**src/rtl/_alu_flags_reg_pkg.sv**
```systemverilog
`default_nettype none
// ============================================================================
//  Module  : _alu_flags_reg_pkg
//  Brief   : Shared types for the ALU status-flag stage: skid-buffer state
//            encoding and the {zr,ng} flag bundle used by the jump logic.
//  Revision: 1.0 - initial release
// ============================================================================
package _alu_flags_reg_pkg;

    // Occupancy of the two-entry skid buffer
    typedef enum logic [1:0] {
        ST_EMPTY = 2'd0,
        ST_ONE   = 2'd1,
        ST_FULL  = 2'd2
    } skid_state_t;

    // Flag bundle ordering {zr, ng}; the CPU jump logic indexes it the same way
    localparam int FLAG_W  = 2;
    localparam int FLAG_ZR = 1;
    localparam int FLAG_NG = 0;

    typedef struct packed {
        logic zr;
        logic ng;
    } flags_t;

    // Assemble a flag bundle from its two components
    function automatic flags_t pack_flags(input logic zr, input logic ng);
        flags_t f;
        f.zr = zr;
        f.ng = ng;
        return f;
    endfunction

endpackage : _alu_flags_reg_pkg
`default_nettype wire

```
**src/rtl/_alu_flags_reg_if.sv**
```systemverilog
`default_nettype none
// ============================================================================
//  Module  : _alu_flags_reg_if
//  Brief   : Upstream result handshake and downstream result/flag handshake
//            of the ALU status-flag stage.
//  Revision: 1.0 - initial release
// ============================================================================
interface _alu_flags_reg_if #(
    parameter int WIDTH = 16
) ();
    logic [WIDTH-1:0] in_data;
    logic             in_valid;
    logic             in_ready;
    logic [WIDTH-1:0] out_data;
    logic             out_zr;
    logic             out_ng;
    logic             out_valid;
    logic             out_ready;

    // Producer of ALU results and consumer of flagged results
    modport master (
        output in_data, in_valid, out_ready,
        input  in_ready, out_data, out_zr, out_ng, out_valid
    );

    // The flag stage itself
    modport slave (
        input  in_data, in_valid, out_ready,
        output in_ready, out_data, out_zr, out_ng, out_valid
    );
endinterface : _alu_flags_reg_if
`default_nettype wire

```
**src/rtl/_alu_flags_reg_zr_detect.sv**
```systemverilog
`default_nettype none
// ============================================================================
//  Module  : _zr_detect
//  Brief   : Combinational zero/negative detect. One _or8way per byte slice,
//            then a final OR across the slice results.
//  Revision: 1.0 - initial release
// ============================================================================
module _zr_detect #(
    parameter int WIDTH = 16
) (
    input  wire logic [WIDTH-1:0] data,
    output logic                  zr,
    output logic                  ng
);
    localparam int c_slices = WIDTH / 8;

    logic [c_slices-1:0] w_slice_or;

    generate
        for (genvar gi = 0; gi < c_slices; gi++) begin : g_slice
            _or8way u_or8way (
                .a (data[8*gi +: 8]),
                .y (w_slice_or[gi])
            );
        end
    endgenerate

    // Word is zero only when no slice has a set bit; sign is simply the MSB
    assign zr = ~(|w_slice_or);
    assign ng = data[WIDTH-1];

endmodule : _zr_detect
`default_nettype wire

```
**src/rtl/_or8way.sv**
```systemverilog
`default_nettype none
// ============================================================================
//  Module  : _or8way
//  Brief   : 8-input OR gate, one per 8-bit slice of the result word.
//  Revision: 1.0 - initial release
// ============================================================================
module _or8way (
    input  wire logic [7:0] a,
    output logic            y
);
    assign y = |a;
endmodule : _or8way
`default_nettype wire

```
**src/rtl/_alu_flags_reg.sv**
```systemverilog
`default_nettype none
// ============================================================================
//  Module  : _alu_flags_reg
//  Brief   : Registered status-flag stage. Computes zr/ng on incoming ALU
//            results, carries word+flags through a two-entry skid buffer,
//            and keeps a saturating count of zero results.
//  Revision: 1.0 - initial release
// ============================================================================
module _alu_flags_reg
    import _alu_flags_reg_pkg::*;
#(
    parameter int WIDTH = 16,
    parameter int CNT_W = 8
) (
    input  wire logic             clk,
    input  wire logic             rst_n,
    _alu_flags_reg_if.slave       bus,
    input  wire logic             clr_cnt,
    output logic [CNT_W-1:0]      zero_cnt
);
    localparam logic [CNT_W-1:0] c_cnt_max = '1;

    skid_state_t      r_state;
    skid_state_t      w_state_nxt;

    logic [WIDTH-1:0] r_main_data;
    flags_t           r_main_flags;
    logic [WIDTH-1:0] r_skid_data;
    flags_t           r_skid_flags;
    logic             r_in_ready;
    logic             r_out_valid;
    logic [CNT_W-1:0] r_zero_cnt;

    logic             w_zr;
    logic             w_ng;
    flags_t           w_in_flags;
    logic             w_accept;
    logic             w_pop;
    logic             w_ld_main_in;
    logic             w_ld_main_skid;
    logic             w_ld_skid;

    _zr_detect #(
        .WIDTH (WIDTH)
    ) u_zr_detect (
        .data (bus.in_data),
        .zr   (w_zr),
        .ng   (w_ng)
    );

    assign w_in_flags = pack_flags(w_zr, w_ng);
    assign w_accept   = bus.in_valid & r_in_ready;
    assign w_pop      = r_out_valid & bus.out_ready;

    // State register plus registered handshake outputs derived from next state
    always_ff @(posedge clk or negedge rst_n) begin
        if (!rst_n) begin
            r_state     <= ST_EMPTY;
            r_in_ready  <= 1'b1;
            r_out_valid <= 1'b0;
        end else begin
            r_state     <= w_state_nxt;
            r_in_ready  <= (w_state_nxt != ST_FULL);
            r_out_valid <= (w_state_nxt != ST_EMPTY);
        end
    end

    // Next-state and load selects for the main and skid entries
    always_comb begin
        w_state_nxt    = r_state;
        w_ld_main_in   = 1'b0;
        w_ld_main_skid = 1'b0;
        w_ld_skid      = 1'b0;
        case (r_state)
            ST_EMPTY: begin
                if (w_accept) begin
                    w_ld_main_in = 1'b1;
                    w_state_nxt  = ST_ONE;
                end
            end
            ST_ONE: begin
                case ({w_accept, w_pop})
                    2'b11: w_ld_main_in = 1'b1;
                    2'b10: begin
                        w_ld_skid   = 1'b1;
                        w_state_nxt = ST_FULL;
                    end
                    2'b01: w_state_nxt = ST_EMPTY;
                    default: ;
                endcase
            end
            ST_FULL: begin
                if (w_pop) begin
                    w_ld_main_skid = 1'b1;
                    w_state_nxt    = ST_ONE;
                end
            end
            default: w_state_nxt = ST_EMPTY;
        endcase
    end

    // Data/flag storage; flags travel with their word so they never disagree
    always_ff @(posedge clk or negedge rst_n) begin
        if (!rst_n) begin
            r_main_data  <= '0;
            r_main_flags <= '0;
            r_skid_data  <= '0;
            r_skid_flags <= '0;
        end else begin
            if (w_ld_main_in) begin
                r_main_data  <= bus.in_data;
                r_main_flags <= w_in_flags;
            end else if (w_ld_main_skid) begin
                r_main_data  <= r_skid_data;
                r_main_flags <= r_skid_flags;
            end
            if (w_ld_skid) begin
                r_skid_data  <= bus.in_data;
                r_skid_flags <= w_in_flags;
            end
        end
    end

    // Saturating zero-result counter; clear takes priority over increment
    always_ff @(posedge clk or negedge rst_n) begin
        if (!rst_n) begin
            r_zero_cnt <= '0;
        end else if (clr_cnt) begin
            r_zero_cnt <= '0;
        end else if (w_accept && w_zr && (r_zero_cnt != c_cnt_max)) begin
            r_zero_cnt <= r_zero_cnt + CNT_W'(1);
        end
    end

    assign bus.in_ready  = r_in_ready;
    assign bus.out_valid = r_out_valid;
    assign bus.out_data  = r_main_data;
    assign bus.out_zr    = r_main_flags.zr;
    assign bus.out_ng    = r_main_flags.ng;
    assign zero_cnt      = r_zero_cnt;

endmodule : _alu_flags_reg
`default_nettype wire

```
**src/flat_wrapper.sv**
```systemverilog
// flat-port wrapper written by rule: the top's interface ports become plain ports
module _alu_flags_reg_flat import _alu_flags_reg_pkg::*;
#(
    parameter int WIDTH = 16,
    parameter int CNT_W = 8
)
  (clk, rst_n, clr_cnt, zero_cnt, bus_in_data, bus_in_valid, bus_out_ready, bus_in_ready, bus_out_data, bus_out_zr, bus_out_ng, bus_out_valid);
  _alu_flags_reg_if #(.WIDTH(WIDTH)) bus_i ();
  input  wire logic clk;
  input  wire logic rst_n;
  input  wire logic clr_cnt;
  output logic [CNT_W-1:0] zero_cnt;
  input wire logic [$bits(bus_i.in_data)-1:0] bus_in_data;
  input wire logic [$bits(bus_i.in_valid)-1:0] bus_in_valid;
  input wire logic [$bits(bus_i.out_ready)-1:0] bus_out_ready;
  output wire logic [$bits(bus_i.in_ready)-1:0] bus_in_ready;
  output wire logic [$bits(bus_i.out_data)-1:0] bus_out_data;
  output wire logic [$bits(bus_i.out_zr)-1:0] bus_out_zr;
  output wire logic [$bits(bus_i.out_ng)-1:0] bus_out_ng;
  output wire logic [$bits(bus_i.out_valid)-1:0] bus_out_valid;
  assign bus_i.in_data = bus_in_data;
  assign bus_i.in_valid = bus_in_valid;
  assign bus_i.out_ready = bus_out_ready;
  assign bus_in_ready = bus_i.in_ready;
  assign bus_out_data = bus_i.out_data;
  assign bus_out_zr = bus_i.out_zr;
  assign bus_out_ng = bus_i.out_ng;
  assign bus_out_valid = bus_i.out_valid;
  _alu_flags_reg #(.WIDTH(WIDTH), .CNT_W(CNT_W)) u_core (.clk(clk), .rst_n(rst_n), .bus(bus_i), .clr_cnt(clr_cnt), .zero_cnt(zero_cnt));
endmodule
```
**config.mk**
```make
export PLATFORM = sky130hd
export DESIGN_NAME = _alu_flags_reg_flat
export DESIGN_NICKNAME = d
export VERILOG_FILES = /design/src/rtl/_alu_flags_reg_pkg.sv /design/src/rtl/_alu_flags_reg_if.sv /design/src/rtl/_alu_flags_reg_zr_detect.sv /design/src/rtl/_or8way.sv /design/src/rtl/_alu_flags_reg.sv /design/src/flat_wrapper.sv
export SDC_FILE = /design/constraint.sdc
export NUM_CORES = 1
export LEC_CHECK = 0
export CELL_PAD_IN_SITES_DETAIL_PLACEMENT = 1
export CELL_PAD_IN_SITES_GLOBAL_PLACEMENT = 1
export CORE_MARGIN = 4
export CORE_UTILIZATION = 39
export DETAILED_ROUTE_END_ITERATION = 10
export MAX_ROUTING_LAYER = met4
export PLACE_DENSITY = 0.77
export REMOVE_ABC_BUFFERS = 1
export SYNTH_ARGS = -nofsm -noshare
export SYNTH_HDL_FRONTEND = slang
export SYNTH_HIERARCHICAL = 1
export SYNTH_SLANG_ARGS = --single-unit
```
**constraint.sdc**
```tcl
create_clock -name clk -period 1.85 [get_ports clk]
set_input_delay 0.555 -clock clk [delete_from_list [all_inputs] [get_ports clk]]
set_output_delay 0.555 -clock clk [all_outputs]
set_load 0.005 [all_outputs]
```
==> results of run 1 <==
==> metrics by stage <==
| stage | setup TNS [ns] | setup WS, ns | hold WS [ns] | power, uW |
|---|---|---|---|---|
| after floorplan | -0.344 | -0.234 | 0.259 | 2410 |
| final | -0.0657 | -0.0657 | 0.200 | 3990 |
| after global placement | -11.83 | -0.722 | 0.478 | 3160 |
| after CTS | -0.00641 | -0.00641 | 0.206 | 3950 |
| after global routing | -0.244 | -0.0800 | 0.218 | 4230 |
| after detailed placement | -14.62 | -0.774 | 0.485 | 3290 |
==> cell usage after synthesis, types with 2 or more instances <==
master    count
dfrtp_1      47
a221o_1      18
and2_1       18
mux2_2       18
nor2_1        9
and3_1        4
nand2_1       4
nor4_1        4
xor2_1        4
nand3_1       3
o211ai_1      3
a21oi_1       2
buf_2         2
buf_6         2
inv_1         2
o21ai_0       2
==> registers in the layout (all words and copies together), names as in the netlist <==
name and cells:
u_core/zero_cnt 8, u_core/bus.out_zr 1, u_core/r_skid_data 16, u_core/bus.out_valid 1, u_core/bus.out_data 16, u_core/bus.in_ready 1, u_core/bus.out_ng 1, u_core/r_skid_flags 2
u_core/r_state 2
==> routing by layer <==
metal / share of wire (%) / wire, um / track usage, %
met4: 0 / 0 / 3.49
met2: 52 / 3290 / 35.3
met5: 0 / 0 / -
met1: 44 / 2730 / 25.2
met3: 4.0 / 253 / 4.50
==> cells in the final DEF (no fill, tap or decap), types with 2 or more instances in the layout <==
cell             instances
buf_2                    9
o211ai_1                 3
inv_1                    2
xor2_1                   4
clkdlybuf4s50_1         30
clkbuf_8                 6
a221o_1                 18
buf_4                   32
nor4_4                   3
o21ai_0                  2
buf_12                   4
buf_6                    5
nand3_1                  3
dfrtp_1                 46
nand2_1                  4
nor2_1                   8
mux2_2                  18
and2_1                  18
and3_1                   3
==> power breakdown <==
group	total (uW)	leakage (uW)	switching, uW	internal [uW]
clock	656	0.0000445	352	304
sequential	1740	0.000598	266	1470
combinational	1600	0.000711	626	972
==> cell families after synthesis <==
family	Yosys count
and+or+nand+nor	52
muxes	19
xor gates and xnor gates	5
buffers and inverters	9
adders and majority gates	1
AOI/OAI and AO/OA	31
DFF	48
==> area by class of cell <==
class	instances	area, sq um
Clock buffer	7	86.3
Tap cell	70	87.6
Multi-Input combinational cell	108	941
Timing Repair Buffer	84	757
Inverter	2	7.51
Fill cell	517	2080
Sequential cell	48	1200
Clock inverter	1	7.51
==> path summary, 6_finish.rpt <==
path	slack (ns)	depth (start not counted)	endpoint
max in group asynchronous	1.11	2	u_core/zero_cnt[0]$_DFFE_PN0P_
min in group clk	0.51	1	u_core/r_skid_data[8]$_DFFE_PN0P_
max reg2reg	-0.04	6	u_core/zero_cnt[6]$_DFFE_PN0P_
max	-0.07	9	u_core/zero_cnt[6]$_DFFE_PN0P_
min	0.20	1	u_core/r_skid_data[0]$_DFFE_PN0P_
min reg2reg	0.51	1	u_core/r_skid_data[8]$_DFFE_PN0P_
==> worst max-delay path, stage by stage <==
cell,delay (ns)
buf_2,0.12
nor4_4,0.26
nand2_1,0.10
nor2_2,0.14
and3_4,0.21
buf_4,0.12
nor4bb_2,0.31
xnor2_1,0.20
nor2_1,0.07
==> repair_timing <==
item / in CTS / in global routing
setup endpoints to repair: 11 / 24
cloned: 0 / 0
setup buffers: 4 / 6
pin swaps: 12 / 11
hold buffers: 0 / 0
resized for setup: 67 / 18
==> flow_metrics.py, run 1 <==
metrics = {
    "place": {
        "portBuffers": 48,
        "place_inst": 302,
        "placed_area_sq_um": 2860,
        "dp_hpwl_um": 4300,
        "gp_congestion": 0.892,
    },
    "synth": {
        "synthTopCellsByArea": "dfrtp_1 56%, mux2_2 9.6%, a221o_1 8.5%",
        "yosys.area.top_type": "dfrtp_1",
        "avgSynthCellArea_sq_um": 12.8,
        "ys.flop_type": "dfrtp_1",
        "yosys.area_share.adder_pct": 0.592,
        "synthArstFlopShare_pct": 100,
        "synth.distinct_cells": 39,
        "synth_xor_xnor_area_share_pct": 2.07,
        "synth_edf_count": 0,
        "synth-seq-cells": 48,
        "synthSimpleGateAreaFrac_pct": 14.6,
        "synth_top_family_by_area": "simple AND/OR/NAND/NOR gates",
        "synthesis.instances": 165,
        "mappedNetlistArea_sq_um": 2110,
        "synth-compound-area-share_pct": 13.2,
        "synth.area.mux_share_pct": 10.1,
        "yosysWarningCount": 6,
        "ys_seq_area_share_pct": 56.9,
        "synth_top_area_share_pct": 55.7,
    },
    "global_route": {
        "grt_pass1_wl_um": 10000,
        "antenna_found_initial": 0,
        "first_global_vias": 1938,
        "grt_max_degree": 30,
        "grt_usage_pct": 20.5,
        "gr-total-overflow": 0,
    },
    "clock_network": {
        "cts_buffers": 5,
        "clkTransAtPathRegs_ns": 0.09,
        "insertion_delay_ns": 0.30,
        "clock_sinks": 48,
        "cts_tree": "done",
        "root_buffer": "clkbuf_8",
        "htreeDepth": 2,
        "cts_buffer_depth": 2,
    },
    "job": {
        "max_cap_viol_count": 0,
    },
    "outcome": {
        "failed_checks": "setup timing",
        "outcome": "complete, but fails checks",
    },
    "cells_and_area": {
        "drive_gt1_share_pct": 38.0,
        "finish.net_count": 271,
        "final_area_sq_um": 3090,
        "final_core_util_pct": 59.7,
        "stdcell_count": 320,
        "area_growth_syn_to_layout_pct": 46.3,
        "n_antenna_cell": 0,
    },
    "worst_setup_path": {
        "path_max_fanout": 4,
        "end_kind": "flop",
        "start_kind": "input port",
        "r2r-start": "u_core/zero_cnt[1]$_DFFE_PN0P_",
        "crit_start": "bus_in_data[8]",
        "cp_data_required_time_ns": 2.02,
        "critical_path_class": "in -> reg",
        "critPathArrivalTime_ns": 2.09,
    },
    "die": {
        "start_util_pct": 40.8,
        "die_h_um": 81.6,
        "die_w_um": 81.6,
        "rows": 26,
        "io_pins": 49,
        "die_area_sq_um": 6660,
        "core_region_area_sq_um": 5170,
    },
    "timing": {
        "fin_skew_ns": 0.00727,
        "relSlewSlack_pct": 68.3,
        "fin_crit_sh_pct": 104,
        "max_freq_mhz": 522,
        "hold_viol": 0,
        "setup_viol": 1,
        "rsz0062_at_grt": "true",
        "tightest_slew_ns": 0.475,
        "final_max_slew_viol_count": 0,
        "finalCriticalPeriod_ns": 1.92,
        "layout_setup_ws_ns": -0.0657,
    },
    "power": {
        "ir_worst_vdd_mv": 0.609,
        "p_per_area_nw_per_um2": 1290,
        "power.leakage_uw": 0.00135,
    },
    "detailed_routing": {
        "drt-total-wl_um": 6270,
        "drt_first_pass_iters": 4,
        "drt_iter0_drc": 81,
        "wl_per_cell_um": 19.6,
        "drt-vias-per-instance": 5.43,
        "route.detailed.drc": 0,
        "dr_total_vias": 1736,
        "ant_nets": 0,
    },
    "min_path": {
        "hp-class": "in -> async",
    },
}
No activity file was read; power rests on OpenSTA's default activity.
==> run 2: changes to the inputs <==
- CTS_CLUSTER_SIZE: unset -> 8
- GPL_TIMING_DRIVEN: unset -> 0
==> flow_metrics.py, run 2 (synthesized netlist as in run 1, its figures left out) <==
metrics = {
    "timing": {
        "layout_setup_ws_ns": -0.0610,
        "hold_viol": 0,
        "fin_crit_sh_pct": 103,
        "fin_skew_ns": 0.00723,
        "setup_viol": 1,
        "finalCriticalPeriod_ns": 1.91,
        "final_max_slew_viol_count": 0,
        "tightest_slew_ns": 0.501,
        "relSlewSlack_pct": 66.5,
        "max_freq_mhz": 523,
        "setup_tns_ns": -0.0610,
        "rsz0062_at_grt": "true",
        "holdWs_ns": 0.168,
    },
    "worst_setup_path": {
        "slowest_stage": "or4_4",
        "cp_top_family": "simple AND/OR/NAND/NOR gates",
        "critPathArrivalTime_ns": 2.15,
        "critPathMaxStageDelay_ns": 0.50,
        "cp_data_required_time_ns": 2.09,
        "critical_path_class": "in -> reg",
        "start_kind": "input port",
        "r2r-start": "u_core/zero_cnt[0]$_DFFE_PN0P_",
        "end_kind": "flop",
        "path_max_fanout": 4,
        "path_buf_inv": 1,
        "crit_start": "bus_in_data[10]",
        "path_cells": "buf_2 -> nor4_2 -> nand2_1 -> nor2_2 -> and3_4 -> o21ai_4 -> or4_4 -> a21oi_2",
    },
    "detailed_routing": {
        "route.detailed.drc": 0,
        "drt-vias-per-instance": 5.49,
        "drt_iter0_drc": 56,
        "dr_total_vias": 1670,
        "wl_per_cell_um": 19.3,
        "drt_first_pass_iters": 4,
        "ant_nets": 0,
        "drt-total-wl_um": 5860,
    },
    "die": {
        "core_region_area_sq_um": 5170,
        "die_w_um": 81.6,
        "die_h_um": 81.6,
        "die_area_sq_um": 6660,
        "start_util_pct": 40.8,
        "rows": 26,
        "io_pins": 49,
    },
    "global_route": {
        "antenna_found_initial": 0,
        "grt_pass1_wl_um": 9450,
        "gr-total-overflow": 0,
        "grt_use_met2_pct": 32.5,
        "grt_usage_pct": 19.6,
        "first_global_vias": 1819,
        "grt_util_met3_pct": 4.06,
        "met1_usage_pct": 24.5,
        "grt_busiest_layer": "met2",
        "grt_max_degree": 33,
    },
    "clock_network": {
        "clock_sinks": 48,
        "cts_buffers": 5,
        "htreeDepth": 2,
        "cts_tree": "done",
        "cts_buffer_depth": 2,
        "clkTransAtPathRegs_ns": 0.09,
        "root_buffer": "clkbuf_8",
        "insertion_delay_ns": 0.31,
    },
    "place": {
        "dp_slack_ns": -1.13,
        "placed_area_sq_um": 2650,
        "dp_hpwl_um": 3870,
        "gp_congestion": 0.784,
        "portBuffers": 48,
    },
    "cells_and_area": {
        "n_antenna_cell": 0,
        "final_common_cell": "dfrtp_1",
        "area_growth_syn_to_layout_pct": 41.4,
        "finish.net_count": 255,
        "final_cell_mix": "46 x dfrtp_1, 29 x clkdlybuf4s50_1, 18 x and2_1, 18 x a221o_1, 18 x mux2_2",
        "drive_gt1_share_pct": 35.9,
        "final_core_util_pct": 57.7,
        "final-seq-area_sq_um": 1200,
        "fill_cells": 528,
        "multi_input_area_sq_um": 961,
        "final_area_sq_um": 2990,
    },
    "power": {
        "p_per_area_nw_per_um2": 1300,
        "power.leakage_uw": 0.00131,
        "ir_worst_vdd_mv": 0.671,
    },
    "outcome": {
        "outcome": "complete, but fails checks",
        "failed_checks": "setup timing",
    },
    "min_path": {
        "hp-class": "in -> async",
    },
    "job": {
        "max_cap_viol_count": 0,
    },
}
run 2: repair_timing:
| action | CTS | global route |
|---|---|---|
| hold buffers | 0 | 0 |
| pin swaps | 14 | 10 |
| setup endpoints to repair | 46 | 13 |
| setup buffers | 10 | 9 |
| resized for setup | 83 | 17 |
run 2: report_power, final:
group          total, uW  internal (uW)  switching, uW  leakage (uW)
clock network        652            299            353     0.0000510
logic               1480            884            599      0.000660
registers           1750           1470            274      0.000598
run 2: worst paths after layout:
| check | endpoint | slack (ns) | cells past startpoint |
|---|---|---|---|
| setup / recovery | u_core/zero_cnt[7]$_DFFE_PN0P_ | -0.06 | 8 |
| hold / removal | u_core/bus.out_data[1]$_DFFE_PN0P_ | 0.17 | 1 |
| setup reg to reg | u_core/zero_cnt[7]$_DFFE_PN0P_ | 0.09 | 5 |
| hold reg to reg | u_core/r_skid_flags[0]$_DFFE_PN0P_ | 0.50 | 1 |
| max in group asynchronous | u_core/bus.in_ready$_DFF_PN1_ | 1.10 | 2 |
| min in group clk | u_core/bus.out_data[2]$_DFFE_PN0P_ | 0.49 | 2 |
run 2: area by class of cell:
class,count,area share (%)
clock inverter,2,0.335
tap,70,2.93
multi-input combinational,108,32.2
clock buffer,6,2.77
sequential,48,40.3
timing repair buffer,68,21.2
inverter,2,0.251
run 2: layer usage:
metal	part of all wire (%)	routed length, um	vias to the layer above
met5	0	0	-
met4	1.2	69	0
met3	3.7	218	6
met2	51	2980	42
met1	44	2590	870
li1	-	-	752
run 2: per-stage QoR:
step / std cells / total power [uW]
after global routing: 304 / 4120
after CTS: 295 / 3890
after global placement: 276 / 3040
after detailed placement: 277 / 3160
final: 304 / 3880
after floorplan: 158 / 2410
==> run 3: changes to the inputs <==
- RECOVER_POWER: unset -> 50
==> flow_metrics.py, run 3 (synthesized netlist as in run 1, its figures left out) <==
metrics = {
    "detailed_routing": {
        "top_layer_used": "met4",
        "dr_total_vias": 1677,
        "met2WireLength_um": 2950,
        "wl_met1_um": 2590,
        "drt_iter0_drc": 54,
        "drt_first_pass_iters": 4,
        "wl_per_cell_um": 19.2,
        "met3_length_um": 229,
        "drt-total-wl_um": 5840,
        "drt-vias-per-instance": 5.52,
        "ant_nets": 0,
        "route.detailed.drc": 0,
    },
    "clock_network": {
        "clock_sinks": 48,
        "insertion_delay_ns": 0.30,
        "cts_buffer_depth": 2,
        "cts_tree": "done",
        "root_buffer": "clkbuf_8",
        "clkTransAtPathRegs_ns": 0.09,
        "htreeDepth": 2,
        "cts_buffers": 5,
    },
    "worst_setup_path": {
        "start_kind": "input port",
        "critical_path_class": "in -> reg",
        "path_max_fanout": 4,
        "cp_data_required_time_ns": 2.08,
        "end_kind": "flop",
        "critPathArrivalTime_ns": 2.15,
    },
    "power": {
        "power.leakage_uw": 0.00129,
        "power_uw": 3870,
        "p_per_area_nw_per_um2": 1300,
        "ir_worst_vdd_mv": 0.671,
    },
    "timing": {
        "tightest_slew_ns": 1.01,
        "relSlewSlack_pct": 32.5,
        "max_freq_mhz": 523,
        "fin_crit_sh_pct": 103,
        "hold_viol": 0,
        "finalCriticalPeriod_ns": 1.91,
        "rsz0062_at_grt": "true",
        "final_max_slew_viol_count": 0,
        "layout_setup_ws_ns": -0.0625,
        "setup_viol": 1,
        "fin_skew_ns": 0.00623,
        "setup_tns_ns": -0.0625,
    },
    "cells_and_area": {
        "area_growth_syn_to_layout_pct": 41.0,
        "final_core_util_pct": 57.6,
        "stdcell_count": 304,
        "final_area_sq_um": 2980,
        "final_cell_mix": "47 x dfrtp_1, 29 x clkdlybuf4s50_1, 18 x and2_1, 18 x a221o_1, 18 x mux2_2",
        "drive_gt1_share_pct": 34.6,
        "n_antenna_cell": 0,
        "final_common_cell": "dfrtp_1",
        "finish.net_count": 255,
    },
    "die": {
        "die_h_um": 81.6,
        "rows": 26,
        "io_pins": 49,
        "die_w_um": 81.6,
        "start_util_pct": 40.8,
        "die_area_sq_um": 6660,
        "core_region_area_sq_um": 5170,
    },
    "place": {
        "dp_hpwl_um": 3870,
        "placed_area_sq_um": 2650,
        "portBuffers": 48,
        "gp_congestion": 0.784,
        "place_inst": 277,
    },
    "outcome": {
        "failed_checks": "setup timing",
        "outcome": "complete, but fails checks",
    },
    "global_route": {
        "first_global_vias": 1819,
        "grt_pass1_wl_um": 9450,
        "grt_usage_pct": 19.6,
        "grt_max_degree": 33,
        "antenna_found_initial": 0,
        "gr-total-overflow": 0,
    },
    "job": {
        "max_cap_viol_count": 0,
    },
    "min_path": {
        "hp-class": "in -> async",
    },
}
[run 3: cell types whose count changed in the layout (fill, tap and decap cells not counted), sizes merged]
cell / delta
buf: -1
clkbuf: +1
dlymetal6s2s: -1
clkdlybuf4s25: +1
[run 3: critical path: stages]
cell and delay, ns:
buf_2 0.13, nor4_4 0.26, nand2_1 0.09, nor2_2 0.15
and3_4 0.24, o21ai_4 0.08, or4_4 0.50, a21oi_2 0.15
[run 3: path summary, 6_finish.rpt]
| path | startpoint | slack, ns | end | cells past startpoint |
|---|---|---|---|---|
| worst max-delay path | bus_in_data[8] | -0.06 | u_core/zero_cnt[7]$_DFFE_PN0P_ | 8 |
| worst min-delay path | rst_n | 0.39 | u_core/bus.out_data[1]$_DFFE_PN0P_ | 1 |
| worst max register to register | u_core/zero_cnt[0]$_DFFE_PN0P_ | 0.07 | u_core/zero_cnt[7]$_DFFE_PN0P_ | 5 |
| worst min register to register | u_core/r_skid_flags[0]$_DFFE_PN0P_ | 0.50 | u_core/r_skid_flags[0]$_DFFE_PN0P_ | 1 |
| max in group asynchronous | rst_n | 0.69 | u_core/bus.in_ready$_DFF_PN1_ | 2 |
| min in group clk | bus_in_data[9] | 0.50 | u_core/bus.out_data[9]$_DFFE_PN0P_ | 2 |
[run 3: report_power, final]
| group | switching [uW] | total, uW | leakage, uW | internal [uW] |
|---|---|---|---|---|
| clock | 349 | 648 | 0.0000510 | 299 |
| sequential | 271 | 1740 | 0.000600 | 1470 |
| combinational | 599 | 1480 | 0.000638 | 883 |
[run 3: timing repair]
action	CTS	global route
setup endpoints to repair	46	13
pin swaps	14	10
buffers inserted	10	9
hold buffers	0	0
gates resized for setup	83	17
[run 3: cell type report]
| cell class | count | area (sq um) |
|---|---|---|
| clock buffers | 6 | 82.6 |
| clock inverters | 2 | 10.0 |
| fillers | 530 | 2190 |
| inverters | 2 | 7.51 |
| multi-input cells | 108 | 958 |
| flip-flops and latches | 48 | 1200 |
| well taps | 70 | 87.6 |
| repair buffers | 68 | 629 |
[run 3: layer usage]
metal  vias to the layer above  global-route usage, %
li1                        751                      -
met1                       872                   24.5
met2                        47                   32.5
met3                         7                   4.06
met4                         0                   5.15
met5                         -                      -
[run 3: through the flow]
| step | hold WS [ns] | setup slack, ns |
|---|---|---|
| 2_1_floorplan | 0.259 | -0.234 |
| 3_3_place_gp | 0.478 | -1.04 |
| 3_5_place_dp | 0.485 | -1.13 |
| 4_1_cts | 0.174 | -0.0683 |
| 5_1_grt | 0.449 | -0.0835 |
| 6_report | 0.394 | -0.0625 |
